### config.mk
export PLATFORM = sky130hd
export DESIGN_NAME = kl_request_scheduler
export DESIGN_NICKNAME = d
export VERILOG_FILES = /design/src/rtl/kl_request_scheduler.sv
export SDC_FILE = /design/constraint.sdc
export NUM_CORES = 1
export LEC_CHECK = 0
export ABC_AREA = 1
export CAP_MARGIN = 30
export CORE_ASPECT_RATIO = 0.9
export CORE_MARGIN = 2
export CORE_UTILIZATION = 40
export DETAILED_ROUTE_END_ITERATION = 8
export PLACE_DENSITY = 0.62
export SLEW_MARGIN = 0
export SYNTH_ARGS = -nofsm -noshare
export SYNTH_HDL_FRONTEND = slang
export SYNTH_SLANG_ARGS = --single-unit
### constraint.sdc
create_clock -name clk -period 13.3 [get_ports clk]
set_clock_uncertainty 0.05 [all_clocks]
set_input_delay 3.325 -clock clk [delete_from_list [all_inputs] [get_ports clk]]
set_output_delay 3.325 -clock clk [all_outputs]
set_load 0.005 [all_outputs]
### src/rtl/kl_request_scheduler.sv
`default_nettype none
// ============================================================================
// Module      : kl_request_scheduler
// Description : Queues BWT occurrence-fetch requests (k/l address pair plus
//               read tag) and serialises them onto one memory request port,
//               k first then l. Backpressures the pipeline through stall and
//               limits in-flight memory reads with a credit counter.
// Revision    : 1.0 - initial release
// ============================================================================
module kl_request_scheduler #(
    parameter int ADDR_W  = 42,
    parameter int TAG_W   = 9,
    parameter int DEPTH   = 16,
    parameter int SLACK   = 2,
    parameter int MAX_OUT = 32
) (
    input  logic                       clk,
    input  logic                       rst,
    input  logic                       req_valid,
    input  logic [ADDR_W-1:0]          req_addr_k,
    input  logic [ADDR_W-1:0]          req_addr_l,
    input  logic [TAG_W-1:0]           req_read_num,
    output logic                       stall,
    output logic                       mem_req_valid,
    input  logic                       mem_req_ready,
    output logic [ADDR_W-1:0]          mem_req_addr,
    output logic [TAG_W:0]             mem_req_tag,
    input  logic                       mem_rsp_valid,
    output logic [$clog2(DEPTH):0]     fifo_count,
    output logic [$clog2(MAX_OUT):0]   outstanding,
    output logic                       busy,
    output logic                       rsp_err
);

    localparam int c_PW = $clog2(DEPTH);
    localparam int c_CW = c_PW + 1;
    localparam int c_OW = $clog2(MAX_OUT) + 1;

    // Stall threshold keeps SLACK entries free for requests already in flight
    // in the pipeline when it sees stall.
    localparam logic [c_CW-1:0] c_STALL_TH   = c_CW'(DEPTH - SLACK);
    // A pair may start only when both of its reads fit under MAX_OUT.
    localparam logic [c_OW-1:0] c_CREDIT_MAX = c_OW'(MAX_OUT - 2);

    localparam logic [1:0] S_IDLE    = 2'd0;
    localparam logic [1:0] S_ISSUE_K = 2'd1;
    localparam logic [1:0] S_ISSUE_L = 2'd2;

    logic [ADDR_W-1:0] r_mem_k  [DEPTH];
    logic [ADDR_W-1:0] r_mem_l  [DEPTH];
    logic [TAG_W-1:0]  r_mem_rn [DEPTH];

    logic [c_PW-1:0] r_wr_ptr;
    logic [c_PW-1:0] r_rd_ptr;
    logic [c_CW-1:0] r_count;
    logic [c_OW-1:0] r_out;
    logic [1:0]      r_state;
    logic            r_err;

    logic [1:0]      w_state_next;
    logic [c_OW-1:0] w_out_next;
    logic            w_push;
    logic            w_pop;
    logic            w_fire;
    logic            w_sel;

    assign stall         = (r_count >= c_STALL_TH);
    assign w_push        = req_valid & ~stall;
    assign mem_req_valid = (r_state == S_ISSUE_K) | (r_state == S_ISSUE_L);
    assign w_sel         = (r_state == S_ISSUE_L);
    assign w_fire        = mem_req_valid & mem_req_ready;
    assign w_pop         = w_sel & mem_req_ready;

    // Head entry is read combinationally; it only changes on a pop, so the
    // request stays stable while the memory port is not ready.
    assign mem_req_addr  = mem_req_valid ? (w_sel ? r_mem_l[r_rd_ptr] : r_mem_k[r_rd_ptr])
                                         : '0;
    assign mem_req_tag   = mem_req_valid ? {r_mem_rn[r_rd_ptr], w_sel} : '0;

    assign fifo_count    = r_count;
    assign outstanding   = r_out;
    assign rsp_err       = r_err;
    assign busy          = (r_state != S_IDLE) | (r_count != '0) | (r_out != '0);

    // Request storage; payload needs no reset since pointers define validity.
    always_ff @(posedge clk) begin
        if (w_push) begin
            r_mem_k[r_wr_ptr]  <= req_addr_k;
            r_mem_l[r_wr_ptr]  <= req_addr_l;
            r_mem_rn[r_wr_ptr] <= req_read_num;
        end
    end

    // FIFO pointers and occupancy.
    always_ff @(posedge clk or posedge rst) begin
        if (rst) begin
            r_wr_ptr <= '0;
            r_rd_ptr <= '0;
            r_count  <= '0;
        end else begin
            if (w_push) r_wr_ptr <= r_wr_ptr + c_PW'(1);
            if (w_pop)  r_rd_ptr <= r_rd_ptr + c_PW'(1);
            case ({w_push, w_pop})
                2'b10:   r_count <= r_count + c_CW'(1);
                2'b01:   r_count <= r_count - c_CW'(1);
                default: r_count <= r_count;
            endcase
        end
    end

    // Next in-flight count: issue adds, response removes, never below zero.
    always_comb begin
        w_out_next = r_out;
        if (w_fire && !mem_rsp_valid) begin
            w_out_next = r_out + c_OW'(1);
        end else if (!w_fire && mem_rsp_valid && (r_out != '0)) begin
            w_out_next = r_out - c_OW'(1);
        end
    end

    // Issue sequencer: credit is checked only when a new pair starts.
    always_comb begin
        w_state_next = r_state;
        case (r_state)
            S_IDLE: begin
                if ((r_count != '0) && (r_out <= c_CREDIT_MAX)) w_state_next = S_ISSUE_K;
            end
            S_ISSUE_K: begin
                if (mem_req_ready) w_state_next = S_ISSUE_L;
            end
            S_ISSUE_L: begin
                if (mem_req_ready) begin
                    if (((r_count > c_CW'(1)) || w_push) && (w_out_next <= c_CREDIT_MAX))
                        w_state_next = S_ISSUE_K;
                    else
                        w_state_next = S_IDLE;
                end
            end
            default: w_state_next = S_IDLE;
        endcase
    end

    // State, credit counter and sticky response-underflow flag.
    always_ff @(posedge clk or posedge rst) begin
        if (rst) begin
            r_state <= S_IDLE;
            r_out   <= '0;
            r_err   <= 1'b0;
        end else begin
            r_state <= w_state_next;
            r_out   <= w_out_next;
            if (mem_rsp_valid && (r_out == '0)) r_err <= 1'b1;
        end
    end

endmodule
`default_nettype wire

==> impl_results.md <==
* Register area at 45200 sq um
* Reg clk slew, reported paths at 0.06 ns
* Pin count of the biggest net entering global routing at between 200 and 250
* Register area share after synthesis at 75.8%
* #FFs+latches synth at 1510
* Synth-to-Final Area Change at 14.1%
* Hold buffer count at CTS at 0
* GP Congestion at 0.767
* First-pass DRT Iterations at 6
* # DRC at 0
* Syn Area/Cell at between 10 and 15 sq um
* Cts bufs inserted at 152
* CP top delay family: buffers and inverters
* Post-synth ARST share at 1.46%
* Mapped cell area at slightly below 60000 sq um
* Peak VDD IR at 220 uV
* Worst hold margin at 0.436 ns
* Post-synth EDFFs at 1488
* Endpoints failing setup at 0
* CP bufs+invs at 4
* First-pass GRT wire length at 239 mm
* Status: completed
* Synth area leaders: edfxtp_1 75%, nand2_1 4.6%, o21ai_0 3.4%, mux2i_1 2.8%, nor2_1 2.8%
* Core Box Area at 148000 sq um
* CTS Buffer Depth at 3
* IO buf count at between 150 and 200
* Initial antenna violation count at 22
* RSZ-0062 raised after global routing: no
* Share of cells above drive strength 1 at 6.49%
* Synth unique cells at 29
* Die Span Y at 370 microns
* Hold Crit Class: register to register
* Final hold vios at 0
* Post-synth top area cell: edfxtp_1
* Die Area at 152000 sq um
* Clk root buf: clkbuf_16
* Fillers at 13.1k
* CP max FO at ~80
* Postcts setup bufs at 0
* CP arrival at 5.63 ns
* Setup TNS at 0 ns
* DR vias at 36.7k
* Final instance area at 68100 sq um
* Placed cell area at roughly 63000 sq um
* WL/cell at between 20 and 30 microns
* Worst Path Class, Setup: register to primary output
* CP cell instances: buf_4, inv_6, buf_4, o21ai_0, o22ai_1, nand2_1, o211ai_1, nand3_1, a21oi_1, clkdlybuf4s50_1
* Via density per instance at around 5.6
* Crit end category: primary output
* Worst relative slew slack at 14.5%
* Slowest-stage cell, CP: dfrtp_4
* Global-route usage over all layers at 21.3%
* Crit-path most repeated cell: buf_4
* Max-cap check violation count at 0
* CP required at 9.93 ns
* Most used DFF post-synth: edfxtp_1
* Die Width at 411 microns
* DRT iter0 DRCs at 4514
* Worst-Margin Slew at 1.28 ns
* Syn Nets at 4463
* Initial Utilization at between 40% and 50%
* P_leak at 22.6 nW
* Worst path max stage delay at 0.83 ns
* Final worst path period share at 67.7%
* Final WL at approximately 170 mm
* Area share of the largest cell type after synthesis at 74.9%
* Ports at ~170
* Footprint of the multi-input gates at 13100 sq um
* Pwr Density at 212 nW/um^2
* Fmax at 111 MHz
* Num rows at between 100 and 150
* Number of gates resized after cts at 0
* Total global routing overflow at 0
* Vias in the first global route at 34.9k
* TritonCTS clock tree: built
* Synthesis Warnings at 0
* Clock sink count at 1510
* CTS H-tree lvls at 4
* Min Clock Period, post-route at 9.00 ns
* Final Power at 14.4 mW
* Nets at between 4k and 5k
* Final HPWL DP at 83.0 mm
* Max Transition Viols Final at 0
* Kind of start point of the critical path: register
* ANT nets after route at 0
* Synth cell count leaders: 1488 x edfxtp_1, 728 x nand2_1, 439 x nor2_1, 409 x o21ai_0, 223 x a21oi_1
* Synth Instances at 4345
* Top-count cell post-synth: edfxtp_1
* Clock Latency Late Sink at 0.79 ns
-- placed cells by master (no fill, tap or decap), types with 3 or more instances in the layout --
| master | instances |
|---|---|
| o221ai_1 | 26 |
| clkinv_2 | 14 |
| inv_1 | 32 |
| xnor2_1 | 3 |
| clkdlybuf4s50_1 | 164 |
| inv_6 | 9 |
| nand3_1 | 105 |
| o21ai_1 | 10 |
| diode_2 | 6 |
| mux2i_1 | 168 |
| a21oi_1 | 223 |
| buf_4 | 62 |
| dfrtp_4 | 3 |
| edfxtp_1 | 1488 |
| buf_12 | 6 |
| ha_1 | 19 |
| nand4_1 | 3 |
| o211ai_1 | 178 |
| nor2_1 | 425 |
| clkbuf_16 | 157 |
| o21ai_0 | 409 |
| o22ai_1 | 178 |
| nand2_1 | 727 |
| bufinv_16 | 6 |
| nand3b_1 | 3 |
| clkinv_1 | 36 |
| clkbuf_1 | 35 |
| nor2_4 | 15 |
| buf_16 | 11 |
| dfrtp_1 | 19 |
| xor2_1 | 11 |
-- sequential cells by signal, summed over array words and instances, names as in the netlist --
| signal | count |
|---|---|
| fifo_count | 5 |
| outstanding | 6 |
| r_mem_k | 672 |
| r_mem_l | 672 |
| r_mem_rn | 144 |
| r_rd_ptr | 4 |
| r_state | 2 |
| r_wr_ptr | 4 |
| rsp_err | 1 |
-- final timing paths --
kind	startpoint	to	slack (ns)	depth (start not counted)
min reg2reg	rsp_err$_DFFE_PP0P_	rsp_err$_DFFE_PP0P_	0.44	1
max reg2reg	fifo_count[0]$_DFFE_PP0P_	r_mem_l[0][34]$_DFFE_PP_	8.69	9
min	rsp_err$_DFFE_PP0P_	rsp_err$_DFFE_PP0P_	0.44	1
min in group asynchronous	rst	rsp_err$_DFFE_PP0P_	2.85	3
max	r_rd_ptr[1]$_DFFE_PP0P_	mem_req_addr[36]	4.30	10
max in group asynchronous	rst	r_rd_ptr[1]$_DFFE_PP0P_	10.04	3
-- power by group --
part / internal, mW / total [mW] / leakage (nW) / switching (mW)
clock network: 2.27 / 4.04 / 2.23 / 1.77
logic: 1.57 / 4.76 / 6.78 / 3.19
registers: 5.44 / 5.61 / 13.6 / 0.169
total: 9.28 / 14.4 / 22.6 / 5.13
-- through the flow --
step           setup slack (ns)  instances  util [%]
2_1_floorplan              2.76       4345         -
3_3_place_gp               5.07       6261      42.6
3_5_place_dp               5.16       6270      42.8
4_1_cts                    4.31       6530      45.9
5_1_grt                    4.10       6535      45.9
6_report                   4.30       6540      45.9
-- layer usage --
layer | global-route usage [%] | part of all wire (%) | vias to the layer above
met4 | 6.19 | 2.2 | 14
li1 | - | - | 16400
met1 | 30.2 | 43 | 18600
met2 | 33.9 | 47 | 1524
met5 | 0 | 0.056 | -
met3 | 3.52 | 8.2 | 231
-- cell type report --
type                    count  share of cell area (%)
multi-input cells        2511                    19.2
inverters                  38                   0.246
well taps                1972                    3.62
diodes                      6                  0.0221
flip-flops and latches   1510                    66.5
clock buffers             192                    5.96
clock inverters            68                   0.755
repair buffers            243                    3.72
-- kinds of logic (layout without fill, tap and decap cells) --
group / after synthesis / in the layout / share of synthesized area (%)
buf+inv: 324 / 541 / 2.49
fa+ha+maj: 20 / 20 / 0.419
other cells: 0 / 6 / 0
xor+xnor: 14 / 14 / 0.206
compound gates: 1026 / 1026 / 9.90
mux: 168 / 168 / 2.82
simple gates: 1283 / 1283 / 8.34
flops: 1510 / 1510 / 75.8
(Power assumes the default switching activity.)
